--- config.mk ---
export PLATFORM = sky130hd
export DESIGN_NAME = network_sequencer
export DESIGN_NICKNAME = d
export VERILOG_FILES = /design/src/rtl/network_sequencer.sv
export SDC_FILE = /design/constraint.sdc
export NUM_CORES = 1
export LEC_CHECK = 0
export CAP_MARGIN = 10
export CORE_MARGIN = 3
export CORE_UTILIZATION = 35
export DETAILED_ROUTE_END_ITERATION = 8
export GPL_ROUTABILITY_DRIVEN = 0
export SYNTH_ARGS = -nofsm -noshare
export SYNTH_HDL_FRONTEND = slang
export SYNTH_SLANG_ARGS = --single-unit
export TNS_END_PERCENT = 100
--- constraint.sdc ---
create_clock -name clk -period 3.1 [get_ports clk]
set_input_delay 0.31 -clock clk [delete_from_list [all_inputs] [get_ports clk]]
set_output_delay 0.31 -clock clk [all_outputs]
set_load 0.05 [all_outputs]
--- src/rtl/network_sequencer.sv ---
// Inference sequencer: soft-resets the CNN, optionally loads weights, streams HEIGHT*WIDTH pixels
// through a small FWFT FIFO and collects the class result. Build option: SEQ_PERF_CNT_EN.
module network_sequencer #(
  parameter int DATA_BITS      = 8,
  parameter int HEIGHT         = 28,
  parameter int WIDTH          = 28,
  parameter int NUM_WEIGHTS    = 49,
  parameter int FIFO_DEPTH     = 16,
  parameter int NET_RST_CYCLES = 2,
  parameter int TIMEOUT_CYCLES = 65535
) (
  input  logic                 clk,
  input  logic                 rst_n,
  input  logic                 start,
  input  logic                 load_weights,
  input  logic                 abort,
  input  logic                 w_valid,
  output logic                 w_ready,
  input  logic [5:0]           w_addr,
  input  logic [DATA_BITS-1:0] w_data,
  input  logic                 pix_valid,
  output logic                 pix_ready,
  input  logic [DATA_BITS-1:0] pix_data,
  output logic                 net_rst_n,
  output logic                 net_weight_en,
  output logic [5:0]           net_weight_addr,
  output logic [DATA_BITS-1:0] net_weight_data,
  output logic [DATA_BITS-1:0] net_data,
  output logic                 net_valid,
  input  logic                 net_ready,
  input  logic [3:0]           net_class,
  input  logic                 net_done,
  output logic                 busy,
  output logic                 done,
  output logic [3:0]           class_out,
  output logic                 timeout_err,
  output logic [31:0]          perf_cycles
);
  localparam int NPIX = HEIGHT * WIDTH;
  localparam int AW   = $clog2(FIFO_DEPTH);
  localparam int RW   = $clog2(NET_RST_CYCLES + 1);

  typedef enum logic [2:0] {S_IDLE, S_NET_RST, S_LOAD_W, S_STREAM, S_WAIT_RES, S_DONE} state_e;

  state_e               state_q, state_d;
  logic                 lw_q, lw_d;
  logic [RW-1:0]        rst_cnt_q, rst_cnt_d, arst_cnt_q, arst_cnt_d;
  logic [6:0]           wcnt_q, wcnt_d;
  logic [9:0]           acc_cnt_q, acc_cnt_d, con_cnt_q, con_cnt_d;
  logic [15:0]          tmo_cnt_q, tmo_cnt_d;
  logic [AW-1:0]        rd_ptr_q, rd_ptr_d, wr_ptr_q, wr_ptr_d;
  logic [AW:0]          cnt_q, cnt_d;
  logic [DATA_BITS-1:0] mem_q [FIFO_DEPTH];

  logic                 w_ready_q, w_ready_d, pix_ready_q, pix_ready_d;
  logic                 net_rst_n_q, net_rst_n_d, net_valid_q, net_valid_d;
  logic                 net_weight_en_q, net_weight_en_d;
  logic [5:0]           net_weight_addr_q, net_weight_addr_d;
  logic [DATA_BITS-1:0] net_weight_data_q, net_weight_data_d, net_data_q, net_data_d;
  logic                 busy_q, busy_d, done_q, done_d, timeout_err_q, timeout_err_d;
  logic [3:0]           class_out_q, class_out_d;

  logic push, pop, w_xfer, start_acc, abort_acc;

  always_comb begin
    push      = pix_valid && pix_ready_q;
    pop       = net_valid_q && net_ready;
    w_xfer    = w_valid && w_ready_q;
    start_acc = (state_q == S_IDLE) && start && !abort;
    abort_acc = (state_q != S_IDLE) && abort;

    state_d           = state_q;
    lw_d              = lw_q;
    rst_cnt_d         = rst_cnt_q;
    arst_cnt_d        = (arst_cnt_q != '0) ? arst_cnt_q - 1'b1 : arst_cnt_q;
    wcnt_d            = wcnt_q;
    tmo_cnt_d         = tmo_cnt_q;
    wr_ptr_d          = push ? wr_ptr_q + 1'b1 : wr_ptr_q;
    rd_ptr_d          = pop ? rd_ptr_q + 1'b1 : rd_ptr_q;
    cnt_d             = cnt_q + (AW+1)'(push) - (AW+1)'(pop);
    acc_cnt_d         = acc_cnt_q + 10'(push);
    con_cnt_d         = con_cnt_q + 10'(pop);
    net_weight_en_d   = 1'b0;
    net_weight_addr_d = net_weight_addr_q;
    net_weight_data_d = net_weight_data_q;
    timeout_err_d     = timeout_err_q;
    class_out_d       = class_out_q;

    case (state_q)
      S_IDLE: if (start_acc) begin
        state_d       = S_NET_RST;
        lw_d          = load_weights;
        timeout_err_d = 1'b0;
        rst_cnt_d     = '0;
        arst_cnt_d    = '0;
        wcnt_d        = '0;
        tmo_cnt_d     = '0;
        acc_cnt_d     = '0;
        con_cnt_d     = '0;
        wr_ptr_d      = '0;
        rd_ptr_d      = '0;
        cnt_d         = '0;
      end
      S_NET_RST: begin
        if (rst_cnt_q == RW'(NET_RST_CYCLES - 1)) state_d = lw_q ? S_LOAD_W : S_STREAM;
        else rst_cnt_d = rst_cnt_q + 1'b1;
      end
      S_LOAD_W: if (w_xfer) begin
        net_weight_en_d   = 1'b1;
        net_weight_addr_d = w_addr;
        net_weight_data_d = w_data;
        wcnt_d            = wcnt_q + 1'b1;
        if (wcnt_q == 7'(NUM_WEIGHTS - 1)) state_d = S_STREAM;
      end
      S_STREAM: begin
        tmo_cnt_d = '0;
        if (pop && con_cnt_q == 10'(NPIX - 1)) state_d = S_WAIT_RES;
      end
      S_WAIT_RES: begin
        if (net_done) begin
          class_out_d = net_class;
          state_d     = S_DONE;
        end else if (tmo_cnt_q == 16'(TIMEOUT_CYCLES - 1)) begin
          timeout_err_d = 1'b1;
          class_out_d   = 4'hF;
          state_d       = S_DONE;
        end else begin
          tmo_cnt_d = tmo_cnt_q + 1'b1;
        end
      end
      S_DONE:  state_d = S_IDLE;
      default: state_d = S_IDLE;
    endcase

    // Abort still soft-resets the network, timed by a separate counter that runs in IDLE.
    if (abort_acc) begin
      state_d         = S_IDLE;
      arst_cnt_d      = RW'(NET_RST_CYCLES);
      rst_cnt_d       = '0;
      wcnt_d          = '0;
      tmo_cnt_d       = '0;
      acc_cnt_d       = '0;
      con_cnt_d       = '0;
      wr_ptr_d        = '0;
      rd_ptr_d        = '0;
      cnt_d           = '0;
      net_weight_en_d = 1'b0;
    end

    // Outputs are derived from next-state values so they are registered yet cycle-accurate.
    w_ready_d   = (state_d == S_LOAD_W);
    pix_ready_d = (cnt_d < (AW+1)'(FIFO_DEPTH)) && (acc_cnt_d < 10'(NPIX)) &&
                  (state_d == S_NET_RST || state_d == S_LOAD_W || state_d == S_STREAM);
    net_valid_d = (state_d == S_STREAM) && (cnt_d != '0);
    // Head register: a push into an otherwise empty FIFO becomes the head directly.
    net_data_d  = (push && rd_ptr_d == wr_ptr_q) ? pix_data : mem_q[rd_ptr_d];
    net_rst_n_d = !((state_d == S_NET_RST) || (arst_cnt_d != '0));
    busy_d      = (state_d != S_IDLE);
    done_d      = (state_d == S_DONE);
  end

  always_ff @(posedge clk) begin
    if (push) mem_q[wr_ptr_q] <= pix_data;
  end

  always_ff @(posedge clk or negedge rst_n) begin
    if (!rst_n) begin
      state_q           <= S_IDLE;
      lw_q              <= 1'b0;
      rst_cnt_q         <= '0;
      arst_cnt_q        <= '0;
      wcnt_q            <= '0;
      acc_cnt_q         <= '0;
      con_cnt_q         <= '0;
      tmo_cnt_q         <= '0;
      rd_ptr_q          <= '0;
      wr_ptr_q          <= '0;
      cnt_q             <= '0;
      w_ready_q         <= 1'b0;
      pix_ready_q       <= 1'b0;
      net_rst_n_q       <= 1'b1;
      net_valid_q       <= 1'b0;
      net_weight_en_q   <= 1'b0;
      net_weight_addr_q <= '0;
      net_weight_data_q <= '0;
      net_data_q        <= '0;
      busy_q            <= 1'b0;
      done_q            <= 1'b0;
      timeout_err_q     <= 1'b0;
      class_out_q       <= '0;
    end else begin
      state_q           <= state_d;
      lw_q              <= lw_d;
      rst_cnt_q         <= rst_cnt_d;
      arst_cnt_q        <= arst_cnt_d;
      wcnt_q            <= wcnt_d;
      acc_cnt_q         <= acc_cnt_d;
      con_cnt_q         <= con_cnt_d;
      tmo_cnt_q         <= tmo_cnt_d;
      rd_ptr_q          <= rd_ptr_d;
      wr_ptr_q          <= wr_ptr_d;
      cnt_q             <= cnt_d;
      w_ready_q         <= w_ready_d;
      pix_ready_q       <= pix_ready_d;
      net_rst_n_q       <= net_rst_n_d;
      net_valid_q       <= net_valid_d;
      net_weight_en_q   <= net_weight_en_d;
      net_weight_addr_q <= net_weight_addr_d;
      net_weight_data_q <= net_weight_data_d;
      net_data_q        <= net_data_d;
      busy_q            <= busy_d;
      done_q            <= done_d;
      timeout_err_q     <= timeout_err_d;
      class_out_q       <= class_out_d;
    end
  end

`ifdef SEQ_PERF_CNT_EN
  logic [31:0] perf_cnt_q, perf_cnt_d, perf_cycles_q, perf_cycles_d;

  always_comb begin
    perf_cnt_d    = perf_cnt_q;
    perf_cycles_d = perf_cycles_q;
    if (state_q != S_IDLE && perf_cnt_q != '1) perf_cnt_d = perf_cnt_q + 1'b1;
    if (start_acc) begin
      perf_cnt_d    = '0;
      perf_cycles_d = '0;
    end else if (state_d == S_DONE && state_q != S_DONE) begin
      perf_cycles_d = perf_cnt_d;
    end
    if (abort_acc) perf_cnt_d = '0;
  end

  always_ff @(posedge clk or negedge rst_n) begin
    if (!rst_n) begin
      perf_cnt_q    <= '0;
      perf_cycles_q <= '0;
    end else begin
      perf_cnt_q    <= perf_cnt_d;
      perf_cycles_q <= perf_cycles_d;
    end
  end

  assign perf_cycles = perf_cycles_q;
`else
  assign perf_cycles = '0;
`endif

  assign w_ready         = w_ready_q;
  assign pix_ready       = pix_ready_q;
  assign net_rst_n       = net_rst_n_q;
  assign net_valid       = net_valid_q;
  assign net_weight_en   = net_weight_en_q;
  assign net_weight_addr = net_weight_addr_q;
  assign net_weight_data = net_weight_data_q;
  assign net_data        = net_data_q;
  assign busy            = busy_q;
  assign done            = done_q;
  assign timeout_err     = timeout_err_q;
  assign class_out       = class_out_q;
endmodule

Word-level counts from Yosys, hierarchy flattened
Memory sizes are Yosys's and may differ from the RTL's. A register that Yosys moved wholly into a read port is not among the register bits. Index checks and enable logic that the tools add are counted.

Bits in registers: 90. Word-level logic and storage cells: 144. Memory bits (writable): 128. Input port bits: 35. Output and inout bits: 66. Memories: 1.

Memories: mem_q (depth 16, bits a word 8, read ports 1, clocked after Yosys merged registers in 1, wr ports 1, line 53) `logic [DATA_BITS-1:0] mem_q [FIFO_DEPTH];`.

Add/subtract/negate cells: 10. Eq/ne operators: 20. Mux-type cells: 55. Reduce and logical (&&, ||, !) cells: 34. Magnitude comparators: 2.

Operators with widths (number): 16-bit two-way mux (4); 10-bit two-way mux (6); 16-bit one-hot mux with 3 select lines (1); 4-bit two-way mux (10); 3-bit two-way mux (8); 7-bit two-way mux (3); 10-bit by 1-bit adder with 10-bit output (2); 16-bit by 1-bit adder with 16-bit output, second input constant (1); 16-bit == test, second input constant (1); 5-bit two-way mux (3); 3-bit != test, second input constant (5); 3-bit one-hot mux with 5 select lines (1); 2-bit two-way mux (7); 7-bit one-hot mux with 2 select lines (1); 3-bit by 2-bit == test with 1-bit output, second input constant (4); 3-bit nonzero test (4); 10-bit == test, second input constant (1); 1-bit logical AND (10); 10-bit less-than comparator, second input constant (1); 1-bit two-way mux (9); 4-bit by 1-bit adder with 4-bit output, second input constant (2); 4-bit AND reduction (2); 2-bit nonzero test (4); 7-bit by 1-bit adder with 7-bit output, second input constant (1); 19 further kinds (30).

Longest topological paths before layout
Depth after elaboration: 10. Depth in mapped cells: 13. Mapped depth without buffers: 12.

Least setup slack after synthesis
Ideal clock, no wire load.

Kind: reg2reg. Start: register net_valid_q, in the netlist net_valid. End: register net_valid_q, in the netlist net_valid. Stages on the path, launching flop included: 14. Slack: 212 ps. Setup time: 126 ps. Arrival time: 2762 ps. Cell sequence: dfrtp_1 -> buf_2 -> nand2_4 -> inv_1 -> ha_1 -> inv_1 -> ha_1 -> fa_1 -> a21o_1 -> a21oi_1 -> xnor2_1 -> nand2_1 -> inv_1 -> o311a_1.

Longest elaborated chain between the ends: 7. Elaborated cells between the ends (all ways): 12.

Ends and longest elaborated chain: start, declared (line 56) `logic net_rst_n_q, net_rst_n_d, net_valid_q, net_valid_d;`; start signal, assigned (line 206) `net_valid_q <= net_valid_d;`; 1-bit logical AND * (line 67) `pop = net_valid_q && net_ready;`; 5-bit by 1-bit subtractor with 5-bit output * (line 80) `cnt_d = cnt_q + (AW+1)'(push) - (AW+1)'(pop);`; 5-bit two-way mux (line 90) `S_IDLE: if (start_acc) begin`; 5-bit two-way mux * (line 89) `case (state_q)`; 5-bit two-way mux * (line 136) `if (abort_acc) begin`; net cnt_d[4] (line 52) `logic [AW:0] cnt_q, cnt_d;`; 5-bit nonzero test * (line 154) `net_valid_d = (state_d == S_STREAM) && (cnt_d != '0);`; 1-bit logical AND * (line 154); net net_valid_d (line 56).

The timed path passes the listed nets; every way through them passes the cells marked *. A chain may end at the register's enable or synchronous reset.

Worst setup path in the final report
Start: register rd_ptr_q[0]. End: register net_data_q[1], in the netlist net_data[1] (read register of mem_q).

Longest elaborated chain between the ends: 5.

Ends and longest elaborated chain: start, declared (line 51) `logic [AW-1:0] rd_ptr_q, rd_ptr_d, wr_ptr_q, wr_ptr_d;`; start signal, assigned (line 200) `rd_ptr_q <= rd_ptr_d;`; 4-bit by 1-bit adder with 4-bit output (line 79) `rd_ptr_d = pop ? rd_ptr_q + 1'b1 : rd_ptr_q;`; 4-bit two-way mux * (line 79); 4-bit two-way mux (line 90); 4-bit two-way mux * (line 89); 4-bit two-way mux * (line 136); end, declared (line 59) `logic [DATA_BITS-1:0] net_weight_data_q, net_weight_data_d, net_data_q, net_data_d;`.

Mark *: on every way between the ends. The rest lies on a longest branch, timed or not.

==> run_results.csv <==
group,metric,value,unit
floorplanning,initial_core_util,0.356,
timing,tns,0,ns
cts,cts_resized,0,
cts,path_clk_slew,0.06,ns
timing,setup_viol,0,
logic_synthesis,syn_area,10600,µm²
cts,clock-root-buffer,"clkbuf_16",
power,p_per_area,682,nW/µm²
drt,wl_met2,12.3,mm
timing,slew_violations,0,
critical_path,end_kind,"flop",
critical_path,crit_fanout,16,
drt,antenna_left,0,
cells_and_area,layoutNonFillerInstCount,1395,
timing,fmax,360,MHz
cts,cts_buffers,25,
critical_path,startpoint_type,"flop",
cts,post_cts_buffers,0,
critical_path,worstPathArrival,3.22,ns
logic_synthesis,synth_seq_area_share,0.595,
logic_synthesis,yosys.area.top_type,"edfxtp_1",
cts,htreeDepth,1,
global_route,grt_pass1_vias,7100,
floorplanning,rows,63,
cts,cts_num_sinks,226,
drt,drc_errors,0,
placement,numPortBuffers,68,
flow_run,maxCapViolations,0,
floorplanning,core,29700,µm²
cts,ctsHoldBuffers,1,
logic_synthesis,yosys_register_bits,226,
timing,rsz0062_at_grt,"false",
logic_synthesis,syn_area_per_cell,12.1,µm²
timing,clock_skew,0.0112,ns
timing,post-route-min-period,2.78,ns
global_route,grt_overflow,0,
floorplanning,design.die.area,32400,µm²
drt,wl_met1,11.5,mm
floorplanning,die_w,180,µm
drt,vias,7454,
floorplanning,die_y,180,µm
logic_synthesis,synthDistinctLibCells,84,
drt,drt-initial-drc-count,606,
global_route,antenna_found_initial,0,
timing,worst_slew_margin_rel,0.307,
timing,tightest_slew,1.03,ns
logic_synthesis,synth_cells,875,
cells_and_area,final_layout_size_suffix_gt1_frac,0.139,
drt,drtPass1Iterations,5,
critical_path,crit_path_top_delay_cell,"dfrtp_1",
logic_synthesis,synth_flop_cell,"edfxtp_1",
global_route,grtUsageTotal,0.157,
critical_path,crit_required,3.54,ns
floorplanning,num_io_pins,101,
drt,top_layer,"met4",
outcome,outcome,"finished, final reports clean",
power,ir_drop,0.527,mV
global_route,grt_max_degree,57,
cells_and_area,final_common_cell,"edfxtp_1",
cells_and_area,final_net_count,1041,
drt,wl,26.7,mm
critical_path,slowest_delay,0.49,ns
cts,clk_latency,0.53,ns
timing,finalCritPeriodShare,0.896,
drt,wl_met3,1.86,mm
global_route,grt_first_pass_wirelength,40.8,mm
logic_synthesis,synth.area.top_cells,"edfxtp_1, dfrtp_1, nor2_1",
cells_and_area,area_growth,19.6,%
placement,dp_cells,1348,
critical_path,crit_chain,"ha_1, and3_1, xnor2_1, buf_4, a21oi_1, buf_4, nand2b_1, a311o_1, a31oi_1",
cts,clock_path_buffers,3,
power,leakage,0.00495,µW
timing,final-hold-violation-count,0,
logic_synthesis,synth_top_area_frac,0.363,
critical_path,criticalPathCategory,"flop to flop",
cells_and_area,final_cell_mix,"edfxtp_1, dfrtp_1, nor2_1, clkdlybuf4s50_1, nand2_1",
drt,routedWlPerCell,19.1,µm
hold_path,hold_class,"primary input to flop",
timing,whs,0.342,ns
cells_and_area,final_util,0.426,
logic_synthesis,ys_warn_count,0,
critical_path,cp_common_cell,"buf_4",
logic_synthesis,synth_edf_count,128,
cts,cts_tree,"yes",
critical_path,r2r_setup_slack,0.32,ns
placement,dp_hpwl,18.6,mm
logic_synthesis,async_flop_share,0.434,
drt,via_per_inst,5.34,
cells_and_area,n_antenna_cell,0,
final cells by class:
type | instances | area [µm²]
inverter | 34 | 128
multi-input combinational | 574 | 3840
clock buffer | 30 | 654
sequential | 226 | 6300
tap | 390 | 488
timing repair buffer | 125 | 1120
clock inverter | 16 | 140
fill | 2794 | 17100
critical path: cells and delay by family (launching register included):
family / cells / cell delay (ns)
AO/OA/AOI/OAI: 3 / 0.62
XOR/XNOR: 1 / 0.41
adder cells (fa/ha/maj): 1 / 0.29
buffers and inverters: 2 / 0.50
flip-flops: 1 / 0.49
AND/OR/NAND/NOR: 2 / 0.37
final timing paths:
path	startpoint	endpoint	depth (start not counted)
setup reg to reg	rd_ptr_q[0]	net_data[1]	9
hold / removal	net_class[2]	class_out[2]	3
setup / recovery	rd_ptr_q[0]	net_data[1]	9
max in group asynchronous	rst_n	wcnt_q[0]	3
hold reg to reg	arst_cnt_q[0]	arst_cnt_q[0]	1
min in group asynchronous	rst_n	tmo_cnt_q[10]	2
logic make-up (layout without fill, tap and decap cells):
group / count (synthesis) / after routing / share of synthesized area
other: 1 / 32 / 0.000354
multiplexers: 38 / 38 / 0.0385
AO/OA/AOI/OAI: 199 / 199 / 0.141
flip-flops: 226 / 226 / 0.595
XOR/XNOR: 28 / 28 / 0.0245
AND/OR/NAND/NOR: 257 / 257 / 0.123
buffers and inverters: 106 / 205 / 0.0538
adder cells (fa/ha/maj): 20 / 20 / 0.0243
registers in the layout (all words and copies together) (netlist names), 2 cells and up:
| name | flops |
|---|---|
| tmo_cnt_q | 16 |
| net_weight_addr | 6 |
| class_out | 4 |
| net_data | 8 |
| cnt_q | 5 |
| acc_cnt_q | 10 |
| state_q | 3 |
| wcnt_q | 7 |
| rd_ptr_q | 4 |
| rst_cnt_q | 2 |
| con_cnt_q | 10 |
| arst_cnt_q | 2 |
| mem_q | 128 |
| net_weight_data | 8 |
| wr_ptr_q | 4 |
where the power goes:
group | leakage (µW) | switching [µW] | internal, µW
logic | 0.00208 | 1400 | 796
clock network | 0.000392 | 1210 | 1680
registers | 0.00247 | 156 | 3400
through the flow:
stage / area, µm² / setup slack (ns) / total power [µW]
floorplan: 10700 / 0.212 / 5100
global placement: 11900 / 0.140 / 5790
finish: 12700 / 0.321 / 8640
detailed placement: 11900 / 0.190 / 5810
global route: 12700 / 0.162 / 9030
CTS: 12700 / 0.350 / 8720
routing by layer:
| layer | global-route usage | up-vias |
|---|---|---|
| met3 | 0.0295 | 55 |
| met4 | 0.0545 | 0 |
| li1 | - | 3433 |
| met2 | 0.251 | 305 |
| met1 | 0.216 | 3661 |
| met5 | 0 | - |
synth_stat cells (11+ instances only):
cell type  number
a21oi_1        36
a31oi_1        20
and2_1         17
and3_1         14
buf_2          14
buf_4          37
clkbuf_1       14
dfrtp_1        97
edfxtp_1      128
ha_1           19
inv_1          33
mux2_2         18
mux2i_1        19
nand2_1        58
nand2b_1       13
nand3_1        24
nor2_1         76
nor3_1         11
o21ai_0        27
xnor2_1        14
xor2_1         13
Power figures use the tool's default switching activity.
